[src/rtl/fir_pkg.sv]
// fir_pkg: shared types and defaults for the FIR MAC sequencer.
// Holds the sequencer state enum, default sizes and modular address math.
package fir_pkg;

  localparam int FIR_DEPTH_DEF   = 16;
  localparam int DATA_WIDTH_DEF  = 24;
  localparam int MAC_LATENCY_DEF = 3;

  typedef enum logic [2:0] {
    CLEAR,
    IDLE,
    WRITE,
    ISSUE,
    DRAIN,
    DONE
  } fir_seq_state_t;

  // (a - b) mod depth for a, b < depth; explicit compare so depth
  // need not be a power of two.
  function automatic int unsigned fir_wrap_sub(
    input int unsigned a,
    input int unsigned b,
    input int unsigned depth
  );
    if (a >= b) begin
      return a - b;
    end
    return a + depth - b;
  endfunction

endpackage

[src/rtl/fir_seq_delay_pipe.sv]
// fir_seq_delay_pipe: MAC_LATENCY-deep shift register carrying
// {issue, first_tap} from address issue to the accumulator strobes.
// Ports: i_clk/i_rst (sync, active-high), i_en (shift enable),
//   i_issue/i_first (pipe input), o_issue/o_first (pipe output),
//   o_busy (an issue is still in flight ahead of the output stage).
module fir_seq_delay_pipe #(
  parameter int MAC_LATENCY = 3
) (
  input  logic i_clk,
  input  logic i_rst,
  input  logic i_en,
  input  logic i_issue,
  input  logic i_first,
  output logic o_issue,
  output logic o_first,
  output logic o_busy
);

  logic [MAC_LATENCY-1:0] issue_q;
  logic [MAC_LATENCY-1:0] first_q;

  always_ff @(posedge i_clk) begin
    if (i_rst) begin
      issue_q <= '0;
      first_q <= '0;
    end else if (i_en) begin
      issue_q[0] <= i_issue;
      first_q[0] <= i_first;
      for (int i = 1; i < MAC_LATENCY; i++) begin
        issue_q[i] <= issue_q[i-1];
        first_q[i] <= first_q[i-1];
      end
    end
  end

  assign o_issue = issue_q[MAC_LATENCY-1];
  assign o_first = first_q[MAC_LATENCY-1];

  generate
    if (MAC_LATENCY > 1) begin : g_busy
      assign o_busy = |issue_q[MAC_LATENCY-2:0];
    end else begin : g_nobusy
      assign o_busy = 1'b0;
    end
  endgenerate

endmodule

[src/rtl/fir_mac_sequencer.sv]
// fir_mac_sequencer: control sequencer for a time-multiplexed FIR MAC.
// Clears the delay line, then per accepted sample: write, issue all
// taps, drain the MAC pipe, pulse result. Optional macro:
// FIR_MAC_SEQUENCER_OVERRUN_EN adds o_overrun / o_overrun_cnt.
// Ports: i_clk, i_rst (sync active-high), i_en (freeze when low),
//   i_sample_valid / o_ready (sample handshake),
//   o_wr_en / o_wr_zero / o_wr_addr (delay-line write),
//   o_issue / o_rd_addr / o_coef_addr (tap reads),
//   o_mac_clr / o_mac_en (accumulator strobes), o_result_valid.
module fir_mac_sequencer
  import fir_pkg::*;
#(
  parameter int DATA_WIDTH  = DATA_WIDTH_DEF,
  parameter int FIR_DEPTH   = FIR_DEPTH_DEF,
  parameter int MAC_LATENCY = MAC_LATENCY_DEF,
  localparam int AW         = $clog2(FIR_DEPTH)
) (
  input  logic          i_clk,
  input  logic          i_rst,
  input  logic          i_en,
  input  logic          i_sample_valid,
  output logic          o_ready,
  output logic          o_wr_en,
  output logic          o_wr_zero,
  output logic [AW-1:0] o_wr_addr,
  output logic          o_issue,
  output logic [AW-1:0] o_rd_addr,
  output logic [AW-1:0] o_coef_addr,
  output logic          o_mac_clr,
  output logic          o_mac_en,
  output logic          o_result_valid
`ifdef FIR_MAC_SEQUENCER_OVERRUN_EN
  ,
  output logic          o_overrun,
  output logic [7:0]    o_overrun_cnt
`endif
);

  localparam logic [AW-1:0] TAP_LAST = AW'(FIR_DEPTH - 1);

  generate
    if (DATA_WIDTH < 1 || FIR_DEPTH < 2 || MAC_LATENCY < 1) begin : g_bad
      $error("fir_mac_sequencer: illegal parameters");
    end
  endgenerate

  fir_seq_state_t state_q, state_d;
  logic [AW-1:0]  tap_q, tap_d;
  logic [AW-1:0]  wr_ptr_q, wr_ptr_d;

  logic          ready_r;
  logic          wr_en_r;
  logic          wr_zero_r;
  logic          issue_r;
  logic          result_r;
  logic [AW-1:0] wr_addr_r;
  logic [AW-1:0] rd_addr_r;

  logic accept;
  logic gate;
  logic first_tap;
  logic pipe_issue;
  logic pipe_first;
  logic pipe_busy;

  // Strobes are qualified by enable and masked while reset is applied.
  assign gate      = i_en & ~i_rst;
  assign accept    = i_sample_valid & ready_r;
  assign first_tap = issue_r & (tap_q == '0);

  // State register; everything holds while i_en is low.
  always_ff @(posedge i_clk) begin
    if (i_rst) begin
      state_q  <= CLEAR;
      tap_q    <= '0;
      wr_ptr_q <= '0;
    end else if (i_en) begin
      state_q  <= state_d;
      tap_q    <= tap_d;
      wr_ptr_q <= wr_ptr_d;
    end
  end

  // Next-state logic. tap_q doubles as the clear-pass address counter.
  always_comb begin
    state_d  = state_q;
    tap_d    = tap_q;
    wr_ptr_d = wr_ptr_q;
    unique case (state_q)
      CLEAR: begin
        if (tap_q == TAP_LAST) begin
          state_d = IDLE;
          tap_d   = '0;
        end else begin
          tap_d = tap_q + 1'b1;
        end
      end
      IDLE: begin
        if (accept) begin
          state_d = WRITE;
        end
      end
      WRITE: begin
        state_d = ISSUE;
      end
      ISSUE: begin
        if (tap_q == TAP_LAST) begin
          state_d  = DRAIN;
          tap_d    = '0;
          wr_ptr_d = (wr_ptr_q == TAP_LAST) ? '0 : wr_ptr_q + 1'b1;
        end else begin
          tap_d = tap_q + 1'b1;
        end
      end
      DRAIN: begin
        // Leave once only the final product sits in the output stage.
        if (!pipe_busy) begin
          state_d = DONE;
        end
      end
      DONE: begin
        state_d = accept ? WRITE : IDLE;
      end
      default: begin
        state_d = CLEAR;
      end
    endcase
  end

  // Output decode from the registered state.
  always_comb begin
    ready_r   = 1'b0;
    wr_en_r   = 1'b0;
    wr_zero_r = 1'b0;
    issue_r   = 1'b0;
    result_r  = 1'b0;
    wr_addr_r = wr_ptr_q;
    rd_addr_r = AW'(fir_wrap_sub(32'(wr_ptr_q), 32'(tap_q),
                                 FIR_DEPTH));
    unique case (state_q)
      CLEAR: begin
        wr_en_r   = 1'b1;
        wr_zero_r = 1'b1;
        wr_addr_r = tap_q;
      end
      IDLE: begin
        ready_r = 1'b1;
      end
      WRITE: begin
        wr_en_r = 1'b1;
      end
      ISSUE: begin
        issue_r = 1'b1;
      end
      DRAIN: begin
        ready_r = 1'b0;
      end
      DONE: begin
        ready_r  = 1'b1;
        result_r = 1'b1;
      end
      default: begin
        ready_r = 1'b0;
      end
    endcase
  end

  fir_seq_delay_pipe #(
    .MAC_LATENCY(MAC_LATENCY)
  ) u_pipe (
    .i_clk  (i_clk),
    .i_rst  (i_rst),
    .i_en   (i_en),
    .i_issue(issue_r),
    .i_first(first_tap),
    .o_issue(pipe_issue),
    .o_first(pipe_first),
    .o_busy (pipe_busy)
  );

  assign o_ready        = ready_r & ~i_rst;
  assign o_wr_en        = wr_en_r & gate;
  assign o_wr_zero      = wr_zero_r & gate;
  assign o_wr_addr      = wr_addr_r;
  assign o_issue        = issue_r & gate;
  assign o_rd_addr      = rd_addr_r;
  assign o_coef_addr    = tap_q;
  assign o_mac_clr      = pipe_first & gate;
  assign o_mac_en       = pipe_issue & gate;
  assign o_result_valid = result_r & gate;

`ifdef FIR_MAC_SEQUENCER_OVERRUN_EN
  logic       vld_q;
  logic       ovr_q;
  logic [7:0] ovr_cnt_q;

  // A new sample edge while the block cannot accept it is an overrun.
  always_ff @(posedge i_clk) begin
    if (i_rst) begin
      vld_q     <= 1'b0;
      ovr_q     <= 1'b0;
      ovr_cnt_q <= '0;
    end else if (i_en) begin
      vld_q <= i_sample_valid;
      if (i_sample_valid && !vld_q && !ready_r) begin
        ovr_q <= 1'b1;
        if (ovr_cnt_q != 8'hFF) begin
          ovr_cnt_q <= ovr_cnt_q + 8'd1;
        end
      end
    end
  end

  assign o_overrun     = ovr_q;
  assign o_overrun_cnt = ovr_cnt_q;
`endif

endmodule

[config.mk]
export PLATFORM = sky130hd
export DESIGN_NAME = fir_mac_sequencer
export DESIGN_NICKNAME = d
export VERILOG_FILES = /design/src/rtl/fir_pkg.sv /design/src/rtl/fir_seq_delay_pipe.sv /design/src/rtl/fir_mac_sequencer.sv
export SDC_FILE = /design/constraint.sdc
export NUM_CORES = 1
export LEC_CHECK = 0
export ABC_AREA = 1
export BUFFER_PORTS_ARGS = -buffer_cell sky130_fd_sc_hd__buf_4
export CAP_MARGIN = 20
export CORE_UTILIZATION = 40
export CTS_CLUSTER_DIAMETER = 50
export DETAILED_ROUTE_END_ITERATION = 7
export SKIP_CTS_REPAIR_TIMING = 1
export SYNTH_ARGS = -nofsm -noshare
export SYNTH_HDL_FRONTEND = slang
export SYNTH_SLANG_ARGS = --single-unit
[constraint.sdc]
create_clock -name i_clk -period 2.6 [get_ports i_clk]
set_input_delay 0 -clock i_clk [delete_from_list [all_inputs] [get_ports i_clk]]
set_output_delay 0 -clock i_clk [all_outputs]
set_load 0.03 [all_outputs]
Yosys cells after proc, flatten, opt, wreduce, memory -nomap -nowiden
Index checks and enable logic that the tools add are counted.
{"block": "totals", "rom_bits": 0, "inputBits": 4, "memories": 0, "latchBits": 0, "wordCells": 59, "ramBits": 0, "out_inout_bits": 19, "register_bits": 17}
{"block": "classes", "eq_ne": 11, "n_div": 0, "n_addsub": 5, "shifts": 0, "bitwise_logic": 11, "multipliers": 0, "mux": 17, "magnitude_cmp": 1, "reduce_logical": 9}
{"cell": "4-bit 2-to-1 mux", "count": 5}
{"cell": "3-bit one-hot mux with 6 select lines", "count": 1}
{"cell": "4-bit by 1-bit adder with 4-bit output (second input constant)", "count": 3}
{"cell": "3-bit 2-to-1 mux", "count": 4}
{"cell": "1-bit bitwise AND", "count": 10}
{"cell": "4-bit equality test (second input constant)", "count": 2}
{"cell": "2-bit inequality test (second input constant)", "count": 4}
{"cell": "2-bit OR reduction", "count": 4}
{"cell": "4-bit subtractor", "count": 2}
{"cell": "3-bit by 2-bit equality test with 1-bit output (second input constant)", "count": 2}
{"cell": "3-bit equality test (second input constant)", "count": 2}
{"cell": "1-bit 2-to-1 mux", "count": 6}
{"cell": "5-bit AND reduction", "count": 1}
{"cell": "4-bit >= comparator", "count": 1}
{"cell": "4-bit zero test", "count": 1}
{"cell": "3-bit by 1-bit equality test with 1-bit output (second input constant)", "count": 1}
{"cell": "3-bit zero test", "count": 1}
{"cell": "3-bit AND reduction", "count": 1}
{"cell": "2-bit 2-to-1 mux", "count": 1}
{"cell": "2-bit AND reduction", "count": 1}
{"cell": "1-bit NOT", "count": 1}

Depth between registers and ports, before layout
Gate-level depths: netlist of run 1.
{"block": "logic_depth", "ltp_word": 6, "depth_mapped": 8, "ltp_nobuf": 8}

By module
A second synthesis of run 1 with hierarchy kept.
{"block": "unflattened", "hier_cells": 176, "hier_area_um2": 1158.6}
{"mod": "fir_mac_sequencer", "instances": 1, "cells_each": 137, "seq_area_each_um2": 220.2, "area_per_inst_um2": 907.1}
{"mod": "fir_seq_delay_pipe", "instances": 1, "cells_each": 39, "seq_area_each_um2": 120.1, "area_per_inst_um2": 251.5}

Worst setup path before layout of run 1
OpenSTA, ideal clock, no wires.
{"block": "synth_path", "path_type": "reg2out", "startpoint": "register tap_q[2] (netlist: o_coef_addr[2])", "endpoint": "output port o_rd_addr[3]", "path_buffers": 0, "path_stages_with_launch": 6, "t_required_ps": 2600, "path_slack_ps": 844, "arrival_ps": 1756, "cell_sequence": "dfxtp_1 > inv_1 > ha_1 > nand2_1 > o21ai_0 > xor2_1"}
{"block": "synth_via", "elab_chain_len": 3, "elab_cells_between_ends": 6, "classes_between": "2 x add/sub; 1 x order compare; 3 x mux"}
{"element": "from (decl)", "line": "fir_mac_sequencer.sv:48", "rtl": "logic [AW-1:0] tap_q, tap_d;"}
{"element": "from (signal assigned)", "line": "fir_mac_sequencer.sv:79", "rtl": "tap_q <= tap_d;"}
{"element": "4-bit subtractor or 4-bit >= comparator (tied branches)", "line": "fir_pkg.sv:26, fir_pkg.sv:25"}
{"element": "4-bit 2-to-1 mux or 1-bit 2-to-1 mux (tied branches)", "line": "fir_pkg.sv:25", "rtl": "if (a >= b) begin"}
{"element": "4-bit 2-to-1 mux *", "line": "fir_pkg.sv:28", "rtl": "return a + depth - b;"}
{"element": "to (decl)", "line": "fir_mac_sequencer.sv:27", "rtl": "output logic [AW-1:0] o_rd_addr,"}
Every way passes the cells marked *; elsewhere a longest branch is shown, timed or not.

Worst setup path after layout of run 1
{"block": "layout_path", "startpoint": "register wr_ptr_q[0]", "endpoint": "output port o_rd_addr[2]"}
{"block": "layout_via", "elab_chain_len": 3, "elab_cells_between_ends": 7, "classes_between": "3 x add/sub; 1 x order compare; 3 x mux"}
{"element": "from (decl)", "line": "fir_mac_sequencer.sv:49", "rtl": "logic [AW-1:0] wr_ptr_q, wr_ptr_d;"}
{"element": "from (signal assigned)", "line": "fir_mac_sequencer.sv:80", "rtl": "wr_ptr_q <= wr_ptr_d;"}
{"element": "4-bit by 1-bit adder with 4-bit output (tied with other cells)", "line": "fir_pkg.sv:28"}
{"element": "4-bit subtractor (tied with other cells)", "line": "fir_pkg.sv:28"}
{"element": "4-bit 2-to-1 mux *", "line": "fir_pkg.sv:28"}
Marked as above.

==> out/results.txt, run 1 <==
cell depth of the worst hold path = 6
WHS = 189.1 ps
Flop pwr share = 0.312
num rows = 18
Max Clk Rate = 563.2 MHz
io pins = 23
initial antenna violation count = 0
most common cell after layout, fill and taps aside = nand2_1
root cell of the clock tree = clkbuf_4
drt drc = 0
first-pass GRT wire length = 4243 um
largest net degree at the start of global routing = 13
CP arrival = 1780 ps
Die Area = 0.003061 mm^2
combinational share of power = 0.571
dpl hpwl = 2008 um
Hold Path Sink = state_q[0]
most frequent cells in the layout = 34 x nand2_1, 25 x nor2_1, 22 x buf_4, 18 x inv_1, 17 x dfxtp_1
Worst-Skew Late Latency = 290 ps
Max Buffers Root-to-Sink = 2
Synth top area share = 0.2992
Critical Path Fanout Max = 6
cts bufs inserted = 3
fin crit share = 0.6830
Clock Pin Slew Worst Setup and Hold Paths = 100 ps
clock skew = 7.870 ps
r2r setup slk = 1140 ps
Avg Inst Size Synth = 6.730 um^2
max cap viols = 0
fin crit period = 1776 ps
CTS tree = built
post-synthesis cell type count = 24
Reg2Reg Depth = 7
Total Routed Length = 2516 um
router iterations before antenna repair = 4
Antenna Cells = 0
clock sink count = 17
Slew HR = 0.7148
Synth Cell Area = 0.001137 mm^2
Vias/cell = 4.882
status = complete, no violations
routability cong. = 0.8097
Antenna Nets Post-Route = 0
Max H-tree Level = 1
CP startpoint kind = register
Worst R2R End = state_q[1]
RSZ-0062 raised after global routing = no
Final Hold Violating Endpoints = 0
routed vias = 1079
post-synth net total = 180
synth warn = 0
GR Util All Layers = 0.1712
core box area = 0.002590 mm^2
Hold Crit Class = in -> reg
Setup CP Type = reg -> out
Routed WL per cell = 11.38 um
setup violation total in the final timing report = 0
Worst R2R Start = o_coef_addr[1]
Total Nets Final = 203
Worst-Margin Slew = 427.2 ps
starting density of the core = 0.4391
cell taking the most area after synthesis = dfxtp_1
static leakage = 0.6087 nW
die width = 55.33 um
number of global-route vias before repair = 947
PortBufs = 22
Synth area leaders = dfxtp_1 30%, nand2_1 11%, nor2_1 8.3%
post-place setup slack = 1126 ps
Worst setup EP type = primary output
net switching power = 0.0005926 W
Slew Limit Fails = 0
area grow syn2layout = 19.03%
GRT overflow = 0
setup_tns = 0 ps
Clock Power Share = 0.118
slack of the critical path = 824.3 ps
worst endpoint required time = 2600 ps
share of layout cells above drive strength 1 = 0.2094
Final Util = 0.5227
#FFs+latches synth = 17
Power Density = 870.6 mW/mm^2
Hold Startpoint = i_sample_valid
Int Power = 0.0005859 W
maximum vdd drop = 0.5929 mV
register area share after synthesis = 0.2992
Mapped Cells = 169
Sw Ratio = 0.5028
die height = 55.33 um
DRT iter0 DRCs = 22
[registers in the layout (all words and copies together) (netlist names)]
name / count
u_pipe.first_q: 3
wr_ptr_q: 4
u_pipe.issue_q: 3
o_coef_addr: 4
state_q: 3
[how the worst max path moves through the flow]
stage | to | cells past startpoint | from | slack (ps)
2_1_floorplan | o_rd_addr[3] | 5 | o_coef_addr[2] | 840
5_1_grt | o_rd_addr[2] | 5 | wr_ptr_q[0] | 700
3_3_place_gp | o_rd_addr[3] | 6 | o_coef_addr[2] | 1160
6_report | o_rd_addr[2] | 5 | wr_ptr_q[0] | 820
4_1_cts | o_rd_addr[2] | 5 | wr_ptr_q[0] | 790
3_5_place_dp | o_rd_addr[2] | 5 | wr_ptr_q[0] | 1130
[cell usage after synthesis]
cell / instances
dfxtp_1: 17
clkbuf_1: 2
nor2_1: 25
nand4_1: 2
a21oi_2: 1
buf_6: 1
xor2_1: 2
nand3_4: 1
nor3_1: 1
inv_2: 2
a21oi_4: 1
nand2_1: 34
nor2_2: 1
inv_1: 18
o21ai_1: 1
fa_1: 1
a21oi_1: 13
nand3_1: 15
o21ai_0: 12
xnor2_1: 2
nor2_4: 3
buf_2: 3
ha_1: 6
nand2_2: 5
[power groups by stage]
stage          Combinational, W  Sequential (W)  Clock [W]
6_report               0.000672        0.000367   0.000139
5_1_grt                0.000745        0.000376   0.000157
4_1_cts                0.000676        0.000367   0.000146
3_5_place_dp           0.000675        0.000373          0
3_3_place_gp           0.000676        0.000369          0
2_1_floorplan          0.000536        0.000358          0
[metrics by stage]
stage                     instance area, um^2  total power (W)  std cells
after global routing                     1354         0.001278        221
final                                    1354         0.001179        221
after floorplan                          1137        0.0008934        169
after detailed placement                 1306         0.001048        215
after global placement                   1306         0.001045        215
after CTS                                1334         0.001189        219
[cell type report]
class                           count  area (um^2)
Clock buffer                        3        22.52
Clock inverter                      1        5.005
Fill cell                         272         1236
Inverter                           20        75.07
Multi-Input combinational cell    126        688.2
Sequential cell                    17        340.3
Tap cell                           30        37.54
Timing Repair Buffer               24        185.2
[worst max-delay path: stages, from the launching register on]
cell and delay (ps):
dfxtp_1 430, inv_1 110, ha_1 230, fa_1 380, xnor2_1 160, buf_4 170
[per-layer routing]
metal / GRT usage / wire (um) / vias to the layer above / share of wire
met2: 0.2754 / 1134 / 19 / 0.45
met3: 0.04450 / 88 / 2 / 0.035
met5: 0 / 0 / - / 0
met1: 0.2317 / 1279 / 474 / 0.51
met4: 0.03214 / 14 / 0 / 0.0056
li1: - / - / 584 / -
[logic make-up (layout without fill, tap and decap cells)]
logic type,after synthesis,in the layout,share of synthesized area
flops,17,17,0.2992
buf+inv,26,48,0.09571
xor+xnor,4,4,0.03081
fa+ha+maj,7,7,0.08361
simple gates,87,87,0.3542
compound gates,28,28,0.1364
No activity file was read; power rests on OpenSTA's default activity.
==> run 2: changes to the inputs <==
Clock period 2.6 ns to 1.45 ns, I/O delays scaled along.
==> run 2 against run 1 <==
Compared with the run above:
- the flow now finishes with violations (negative setup slack)
- sequential cell count is the same
- clock power increased by 84%
- via count increased by 11%
- register-to-register slack lost 1000 ps
- utilization increased by 8.8 points
- clock skew hardly changed
- largest power group unchanged
==> out/results.txt, run 2 (same netlist as run 1, synthesis figures left out) <==
post-place setup slack = 61.35 ps
post-route cell area = 0.001583 mm^2
Worst setup EP type = primary output
routability cong. = 0.8119
most frequent cells in the layout = 37 x buf_4, 34 x nand2_1, 25 x nor2_1, 15 x inv_1, 14 x nand3_1
clock skew = 7.975 ps
slack of the critical path = -108.7 ps
placed cell areas = 0.001393 mm^2
status = finished with violations
multi-input logic area = 752.0 um^2
area grow syn2layout = 39.16%
clock sink count = 17
Max H-tree Level = 1
Non-Filler Instances = 239
register area = 359.1 um^2
Power Density = 1647 mW/mm^2
Antenna Cells = 0
largest net degree at the start of global routing = 13
Antenna Nets Post-Route = 0
Setup CP Type = reg -> out
Slew Limit Fails = 0
die height = 55.33 um
router iterations before antenna repair = 4
CP arrival = 1560 ps
maximum vdd drop = 1.354 mV
routed vias = 1196
most common cell after layout, fill and taps aside = buf_4
Worst-Margin Slew = 257.0 ps
cts bufs inserted = 3
RSZ-0062 raised after global routing = yes
Die Area = 0.003061 mm^2
CP startpoint kind = register
fin crit period = 1559 ps
share of layout cells above drive strength 1 = 0.3684
Worst-Skew Late Latency = 300 ps
first-pass GRT wire length = 4643 um
core box area = 0.002590 mm^2
CTS tree = built
worst endpoint required time = 1450 ps
Total Power = 0.002607 W
Max Buffers Root-to-Sink = 2
max cap viols = 0
fin crit share = 1.075
Vias/cell = 5.004
placed insts = 224
Routed WL per cell = 12.44 um
failing checks = negative setup slack
Clock Pin Slew Worst Setup and Hold Paths = 90 ps
Final Hold Violating Endpoints = 0
Total Routed Length = 2972 um
GR Util All Layers = 0.1886
initial antenna violation count = 0
dpl hpwl = 2188 um
drt drc = 0
WHS = 169.7 ps
Critical Path Fanout Max = 5
Filler Cells Inserted = 240
io pins = 23
Slew HR = 0.8285
num rows = 18
number of global-route vias before repair = 1031
GRT overflow = 0
Max Clk Rate = 641.6 MHz
die width = 55.33 um
static leakage = 0.7199 nW
Hold Crit Class = in -> reg
DRT iter0 DRCs = 39
starting density of the core = 0.4391
PortBufs = 22
setup violation total in the final timing report = 3
Total Nets Final = 221
root cell of the clock tree = clkbuf_4
[run 2: worst paths after layout]
kind,from,end,slack [ps],depth (start not counted)
setup reg to reg,o_coef_addr[0],state_q[0],110,7
hold / removal,i_sample_valid,state_q[0],170,6
hold reg to reg,u_pipe.first_q[2],u_pipe.first_q[2],470,2
setup / recovery,o_coef_addr[1],o_rd_addr[3],-110,6
[run 2: where the power goes]
part | leakage, nW | internal (W) | total, W | switching (W)
clock network | 0.0177 | 0.000103 | 0.000256 | 0.000153
logic | 0.559 | 0.000745 | 0.00170 | 0.000953
registers | 0.143 | 0.000548 | 0.000654 | 0.000105
total | 0.720 | 0.00140 | 0.00261 | 0.00121
[run 2: final cells by class]
type                    count  area share
clock inverters             1    0.003162
multi-input cells         126      0.4751
clock buffers               3     0.01423
inverters                  20     0.04743
well taps                  30     0.02372
repair buffers             42      0.2095
flip-flops and latches     17      0.2269
[run 2: worst max-delay path, stage by stage, from the launching register on]
cell and delay (ps):
dfxtp_4 390, inv_1 60, ha_1 270, nand2_1 70, o21ai_2 170, xor2_2 160, buf_6 150
[run 2: through the flow]
step	util	TNS, ps
floorplan	-	-85.48
global placement	0.5377	0
detailed placement	0.5377	0
CTS	0.5483	-1191
global route	0.6111	-443.0
finish	0.6111	-260.2
[run 2: metal layers]
metal / GRT usage / share of wire
met1: 0.2616 / 0.45
met2: 0.2840 / 0.46
met3: 0.05152 / 0.068
met4: 0.05714 / 0.021
met5: 0 / 0
